File: src/rtl/video_pkg.sv
// Shared types for the DVP video pipeline stages: FSM states and crop/mask mode selectors.
package video_pkg;

  typedef enum logic [0:0] {
    ST_IDLE   = 1'b0,
    ST_ACTIVE = 1'b1
  } state_e;

  localparam int MODE_CROP = 32'sd0;
  localparam int MODE_MASK = 32'sd1;

endpackage

File: src/rtl/video_pos_counter.sv
// Pixel position tracker driven only by DE/VS: frame-start detect and saturating x/y counters.
// o_x/o_y give the position of the pixel presented this cycle (frame start forces 0,0).
module video_pos_counter
  import video_pkg::*;
#(
  parameter int   X_W    = 12,
  parameter int   Y_W    = 12,
  parameter logic VS_POL = 1'b1
) (
  input  logic           i_clk,
  input  logic           i_rst_n,
  input  logic           i_vs,
  input  logic           i_de,
  output logic           o_fs,
  output logic [X_W-1:0] o_x,
  output logic [Y_W-1:0] o_y
);

  logic           r_vs_act;
  logic           r_de;
  logic [X_W-1:0] r_x;
  logic [Y_W-1:0] r_y;
  logic           w_vs_act;
  logic           w_fs;

  assign w_vs_act = (i_vs == VS_POL);
  assign w_fs     = w_vs_act & ~r_vs_act;
  assign o_fs     = w_fs;
  assign o_x      = w_fs ? {X_W{1'b0}} : r_x;
  assign o_y      = w_fs ? {Y_W{1'b0}} : r_y;

  // Edge history and counters; a pixel on the frame-start clock is x=0, so next one is x=1.
  always_ff @(posedge i_clk or negedge i_rst_n) begin
    if (!i_rst_n) begin
      r_vs_act <= 1'b0;
      r_de     <= 1'b0;
      r_x      <= {X_W{1'b0}};
      r_y      <= {Y_W{1'b0}};
    end else begin
      r_vs_act <= w_vs_act;
      r_de     <= i_de;
      if (w_fs) begin
        r_x <= i_de ? {{(X_W-1){1'b0}}, 1'b1} : {X_W{1'b0}};
        r_y <= {Y_W{1'b0}};
      end else if (i_de) begin
        if (!(&r_x)) r_x <= r_x + {{(X_W-1){1'b0}}, 1'b1};
      end else if (r_de) begin
        r_x <= {X_W{1'b0}};
        if (!(&r_y)) r_y <= r_y + {{(Y_W-1){1'b0}}, 1'b1};
      end
    end
  end

endmodule

File: src/rtl/video_window_crop.sv
// Crop/mask stage: gates or fills pixels outside a per-frame shadowed rectangle, 1-clk registered.
module video_window_crop
  import video_pkg::*;
#(
  parameter int                DATA_W = 24,
  parameter int                X_W    = 12,
  parameter int                Y_W    = 12,
  parameter int                MODE   = MODE_CROP,
  parameter logic [DATA_W-1:0] FILL   = {DATA_W{1'b0}},
  parameter logic              VS_POL = 1'b1,
  parameter logic              HS_POL = 1'b1
) (
  input  logic              i_clk,
  input  logic              i_rst_n,
  input  logic [X_W-1:0]    i_start_x,
  input  logic [Y_W-1:0]    i_start_y,
  input  logic [X_W-1:0]    i_end_x,
  input  logic [Y_W-1:0]    i_end_y,
  input  logic              i_hs,
  input  logic              i_vs,
  input  logic              i_de,
  input  logic [DATA_W-1:0] i_data,
  output logic              o_hs,
  output logic              o_vs,
  output logic              o_de,
  output logic [DATA_W-1:0] o_data,
  output logic              o_locked,
  output logic              o_win_err
);

  state_e            r_state;
  state_e            w_state_nxt;
  logic [X_W-1:0]    r_sx, r_ex;
  logic [Y_W-1:0]    r_sy, r_ey;
  logic              r_win_err;
  logic              r_locked;
  logic              r_hs, r_vs, r_de;
  logic [DATA_W-1:0] r_data;

  logic              w_fs;
  logic [X_W-1:0]    w_x, w_sx, w_ex;
  logic [Y_W-1:0]    w_y, w_sy, w_ey;
  logic              w_cfg_err, w_err, w_inside, w_active;
  logic              w_de_nxt;
  logic [DATA_W-1:0] w_data_nxt;

  video_pos_counter #(
    .X_W    (X_W),
    .Y_W    (Y_W),
    .VS_POL (VS_POL)
  ) u_pos (
    .i_clk   (i_clk),
    .i_rst_n (i_rst_n),
    .i_vs    (i_vs),
    .i_de    (i_de),
    .o_fs    (w_fs),
    .o_x     (w_x),
    .o_y     (w_y)
  );

  // On the frame-start clock the incoming config is already the one in force.
  assign w_sx      = w_fs ? i_start_x : r_sx;
  assign w_ex      = w_fs ? i_end_x   : r_ex;
  assign w_sy      = w_fs ? i_start_y : r_sy;
  assign w_ey      = w_fs ? i_end_y   : r_ey;
  assign w_cfg_err = (i_start_x >= i_end_x) | (i_start_y >= i_end_y);
  assign w_err     = w_fs ? w_cfg_err : r_win_err;
  assign w_inside  = (w_x >= w_sx) & (w_x < w_ex) & (w_y >= w_sy) & (w_y < w_ey) & ~w_err;
  assign w_active  = (r_state == ST_ACTIVE) | w_fs;

  // Next-state logic: lock onto the first frame start and stay until reset.
  always_comb begin
    w_state_nxt = r_state;
    case (r_state)
      ST_IDLE: begin
        if (w_fs) w_state_nxt = ST_ACTIVE;
        else      w_state_nxt = ST_IDLE;
      end
      ST_ACTIVE: w_state_nxt = ST_ACTIVE;
      default:   w_state_nxt = ST_IDLE;
    endcase
  end

  // Output pixel selection for crop or mask behaviour.
  always_comb begin
    w_de_nxt   = 1'b0;
    w_data_nxt = {DATA_W{1'b0}};
    if (w_active) begin
      if (MODE == MODE_MASK) begin
        w_de_nxt   = i_de;
        w_data_nxt = w_inside ? i_data : FILL;
      end else begin
        w_de_nxt   = i_de & w_inside;
        w_data_nxt = w_inside ? i_data : {DATA_W{1'b0}};
      end
    end else begin
      w_de_nxt   = 1'b0;
      w_data_nxt = {DATA_W{1'b0}};
    end
  end

  // State, per-frame shadow config and the aligned output register stage.
  always_ff @(posedge i_clk or negedge i_rst_n) begin
    if (!i_rst_n) begin
      r_state   <= ST_IDLE;
      r_sx      <= {X_W{1'b0}};
      r_ex      <= {X_W{1'b0}};
      r_sy      <= {Y_W{1'b0}};
      r_ey      <= {Y_W{1'b0}};
      r_win_err <= 1'b0;
      r_locked  <= 1'b0;
      r_hs      <= ~HS_POL;
      r_vs      <= ~VS_POL;
      r_de      <= 1'b0;
      r_data    <= {DATA_W{1'b0}};
    end else begin
      r_state <= w_state_nxt;
      if (w_fs) begin
        r_sx      <= i_start_x;
        r_ex      <= i_end_x;
        r_sy      <= i_start_y;
        r_ey      <= i_end_y;
        r_win_err <= w_cfg_err;
        r_locked  <= 1'b1;
      end
      r_hs   <= i_hs;
      r_vs   <= i_vs;
      r_de   <= w_de_nxt;
      r_data <= w_data_nxt;
    end
  end

  assign o_hs      = r_hs;
  assign o_vs      = r_vs;
  assign o_de      = r_de;
  assign o_data    = r_data;
  assign o_locked  = r_locked;
  assign o_win_err = r_win_err;

endmodule

File: config.mk
export PLATFORM = sky130hd
export DESIGN_NAME = video_window_crop
export DESIGN_NICKNAME = d
export VERILOG_FILES = /design/src/rtl/video_pkg.sv /design/src/rtl/video_pos_counter.sv /design/src/rtl/video_window_crop.sv
export SDC_FILE = /design/constraint.sdc
export NUM_CORES = 1
export LEC_CHECK = 0
export BUFFER_PORTS_ARGS = -buffer_cell sky130_fd_sc_hd__buf_4
export CORE_MARGIN = 2
export CORE_UTILIZATION = 35
export DETAILED_ROUTE_END_ITERATION = 8
export PLACE_DENSITY_LB_ADDON = 0.08
export SLEW_MARGIN = 30
export SYNTH_ARGS = -nofsm -noshare
export SYNTH_HDL_FRONTEND = slang
export SYNTH_SLANG_ARGS = --single-unit
File: constraint.sdc
create_clock -name i_clk -period 4.3 [get_ports i_clk]
set_input_delay 0.86 -clock i_clk [delete_from_list [all_inputs] [get_ports i_clk]]
set_output_delay 0.86 -clock i_clk [all_outputs]
set_load 0.01 [all_outputs]
==> run_results.csv <==
group,metric,value,unit
run_status,status,"complete, no violations",
cells_and_area,final_util,43.5,%
global_route,grt_pass1_vias,4766,
critical_path,cp_common_cell,"buf_4",
detailed_routing,drtAntennaViolNets,0,
sta,fin_skew,0.00913,ns
sta,setup_slack,0.810,ns
synthesis,avgSynthCellArea,10.1,um^2
cells_and_area,antennaDiodeCount,0,
synthesis,synth_warnings,0,
critical_path,worst_r2r_path_depth,10,
floorplan,die_w,136,um
cts,root_buffer,"clkbuf_16",
floorplan,dieArea,18400,um^2
sta,setup_viol,0,
global_route,antenna_found_initial,0,
critical_path,worstPathMaxFanout,57,
placement,dp_slack,0.384,ns
critical_path,start_kind,"input pin",
cts,cts_tree,"done",
cts,hold_buffers,0,
critical_path,cp_slowest_stage_delay,0.38,ns
placement,portBuffers,105,
critical_path,path_buf_inv,2,
cts,clk_pin_slew_worst_paths,0.07,ns
synthesis,synth.top_cells.by_area,"dfrtp_1 (42%), ha_1 (14%), nor4b_2 (4.7%)",
detailed_routing,drt_iter0_markers,156,
power_and_ir_drop,intPower,1.68,mW
synthesis,synth_top_area_share,42.4,%
power_and_ir_drop,switching_share,28.5,%
power_and_ir_drop,power.leakage,3.80,nW
sta,tightest_slew,0.586,ns
floorplan,die_h,136,um
synthesis,netlist_area,6070,um^2
power_and_ir_drop,power.density,317,nW/um^2
critical_path,cp_cell_sequence,"buf_4 -> nand2b_4 -> nand2_1 -> a21boi_0 -> ha_1 -> a211o_1 -> a41o_1 -> a21oi_1 -> nand4_4 -> buf_4 -> nor4b_2",
placement,placed_cell_area,7120,um^2
cts,clock-sinks,103,
critical_path,crit_type,"input pin to flop",
cts,h-tree-depth,3,
cells_and_area,fin_area,7440,um^2
detailed_routing,viasPerCell,4.87,
synthesis,synth.largest_area_cell,"dfrtp_1",
critical_path,critPathCaptureType,"flop",
sta,finalCritPeriodShare,81.2,%
power_and_ir_drop,power,2.35,mW
sta,final-hold-violation-count,0,
cells_and_area,syn2layout_area_growth,22.5,%
detailed_routing,drt_wl_total,14700,um
synthesis,synthArstFlopShare,100,%
floorplan,rows,48,
global_route,grt_max_degree,58,
placement,hpwl,11500,um
cts,post_cts_buffers,0,
global_route,grt_pass1_wl,24000,um
critical_path,worst_ep_required_time,4.56,ns
floorplan,core_area,17100,um^2
critical_path,worstPathArrival,3.75,ns
placement,placed_cells,922,
detailed_routing,drc,0,
cts,post_cts_resized,0,
floorplan,pin_count,106,
critical_path,rr_startpoint,"u_pos.r_vs_act",
power_and_ir_drop,combPwrFrac,17.8,%
critical_path,path_delay_family,"simple AND/OR/NAND/NOR gates",
synthesis,synth_edf_count,0,
cells_and_area,drive_gt1_share,22.4,%
sta,maxSlewViolCount,0,
synthesis,synthesis.nets,750,
sta,whs,0.444,ns
power_and_ir_drop,ir_drop,0.186,mV
synthesis,synth_ff_type,"dfrtp_1",
sta,finalCriticalPeriod,3.49,ns
sta,slew_headroom,60.9,%
critical_path,rrSetupSlack,0.94,ns
global_route,grt_use_total,16.8,%
synthesis,synth_seq_cells,103,
hold_path,hp-class,"input pin to asynchronous set/reset pin",
global_route,grt_overflow,0,
sta,rsz0062_at_grt,"false",
power_and_ir_drop,seq_power_share,45.4,%
cells_and_area,final_cells,938,
critical_path,cp.depth,11,
sta,fmax,0.287,GHz
cells_and_area,nNetsFinal,855,
sta,finalSetupTns,0,ns
cts,cts_buffers,9,
placement,place_congestion,0.812,
synthesis,yosysSeqAreaShare,42.4,%
detailed_routing,dr_total_vias,4566,
synthesis,synth_cell_types,50,
power_and_ir_drop,switchingPower,0.671,mW
floorplan,start_util,35.5,%
power_and_ir_drop,power.share.clock,36.9,%
detailed_routing,routedWlPerCell,15.7,um
critical_path,regToRegEndpoint,"o_data[8]",
detailed_routing,first_pass_iters,4,
synthesis,synth_cells,603,
cts,cts_max_path_buffers,2,
critical_path,cp_slowest_cell,"nand4_4",
job,maxCapViolCount,0,
cts,clk_latency,0.35,ns
[power by group through the flow]
stage | sequential, mW | combinational (mW) | clock, mW
after floorplan | 1.08 | 0.259 | 0
after global placement | 1.09 | 0.413 | 0
after detailed placement | 1.09 | 0.426 | 0
after CTS | 1.07 | 0.428 | 0.894
after global routing | 1.08 | 0.486 | 0.931
final | 1.07 | 0.418 | 0.868
[kinds of logic after synthesis]
logic type | Yosys count | share of synthesized area [%]
AND/OR/NAND/NOR | 204 | 20.6
flip-flops | 103 | 42.4
buffers and inverters | 96 | 6.76
AO/OA/AOI/OAI | 91 | 9.74
adder cells (fa/ha/maj) | 70 | 14.4
multiplexers | 22 | 3.63
XOR/XNOR | 17 | 2.45
[cell usage after synthesis, types with 2 or more instances]
master,count
o31ai_1,2
a21boi_0,18
buf_6,4
inv_1,72
a21o_1,5
nand2b_1,5
a211oi_1,6
dfrtp_1,103
ha_1,70
clkbuf_1,12
xnor2_1,4
nor2_1,35
nor4b_1,5
o21ai_0,19
a211o_1,2
buf_4,4
xor2_1,13
o211ai_1,2
nor2b_1,5
o21a_1,2
nand2_1,60
nor4b_2,19
mux2i_1,22
and2_1,20
buf_2,4
a21oi_1,24
nand3_1,12
nor3_1,7
nor4_1,2
and4_1,3
nand4_1,20
and3_1,4
[how the worst max path moves through the flow]
stage / slack [ns] / end / start
after floorplan: 0.76 / o_data[15] / i_vs
after global placement: 0.50 / o_data[12] / i_vs
after detailed placement: 0.38 / o_data[8] / i_vs
after CTS: 0.76 / o_data[8] / i_vs
after global routing: 0.51 / o_data[6] / i_vs
final: 0.81 / o_data[8] / i_vs
[area by class of cell]
class,instances,area [um^2]
Inverter,72,270
Clock buffer,9,225
Fill cell,1698,9680
Clock inverter,7,87.6
Multi-Input combinational cell,404,3100
Timing Repair Buffer,118,898
Sequential cell,103,2580
Tap cell,225,282
[state kept, by name, indices dropped and copies added (netlist names), 12 cells and up]
signal     count
o_data        24
r_ex          12
r_ey          12
r_sx          12
r_sy          12
u_pos.r_x     12
u_pos.r_y     12
[layout by cell type, fill, tap and decap left out, drive strengths merged, types with 3 or more instances in the layout]
| master | n |
|---|---|
| nand4 | 21 |
| and4 | 3 |
| and3 | 4 |
| clkbuf | 9 |
| clkinv | 3 |
| nand2b | 6 |
| a211oi | 6 |
| a21oi | 24 |
| nor3 | 7 |
| nand3 | 12 |
| nor2 | 35 |
| mux2i | 22 |
| a21boi | 18 |
| a21o | 5 |
| nand2 | 60 |
| xnor2 | 4 |
| o21ai | 20 |
| ha | 70 |
| inv | 75 |
| buf | 118 |
| nor2b | 5 |
| and2 | 20 |
| xor2 | 13 |
| nor4b | 25 |
| dfrtp | 103 |
[layer usage]
| metal | share of wire, % | wire length [um] | up-vias | track usage, % |
|---|---|---|---|---|
| met2 | 47 | 6900 | 72 | 27.0 |
| li1 | - | - | 2289 | - |
| met5 | 0 | 0 | - | 0 |
| met3 | 3.7 | 542 | 12 | 2.69 |
| met4 | 1.3 | 186 | 0 | 5.44 |
| met1 | 48 | 7090 | 2193 | 23.3 |
[worst reg2reg max path: stages, from the launching register on]
cell	delay, ns
dfrtp_1	0.39
nand2b_4	0.42
nand2_1	0.19
a21boi_0	0.29
ha_1	0.30
a211o_1	0.29
a41o_1	0.21
a21oi_1	0.24
nand4_4	0.38
buf_4	0.33
nor4b_2	0.22
No activity file was read; power rests on OpenSTA's default activity.
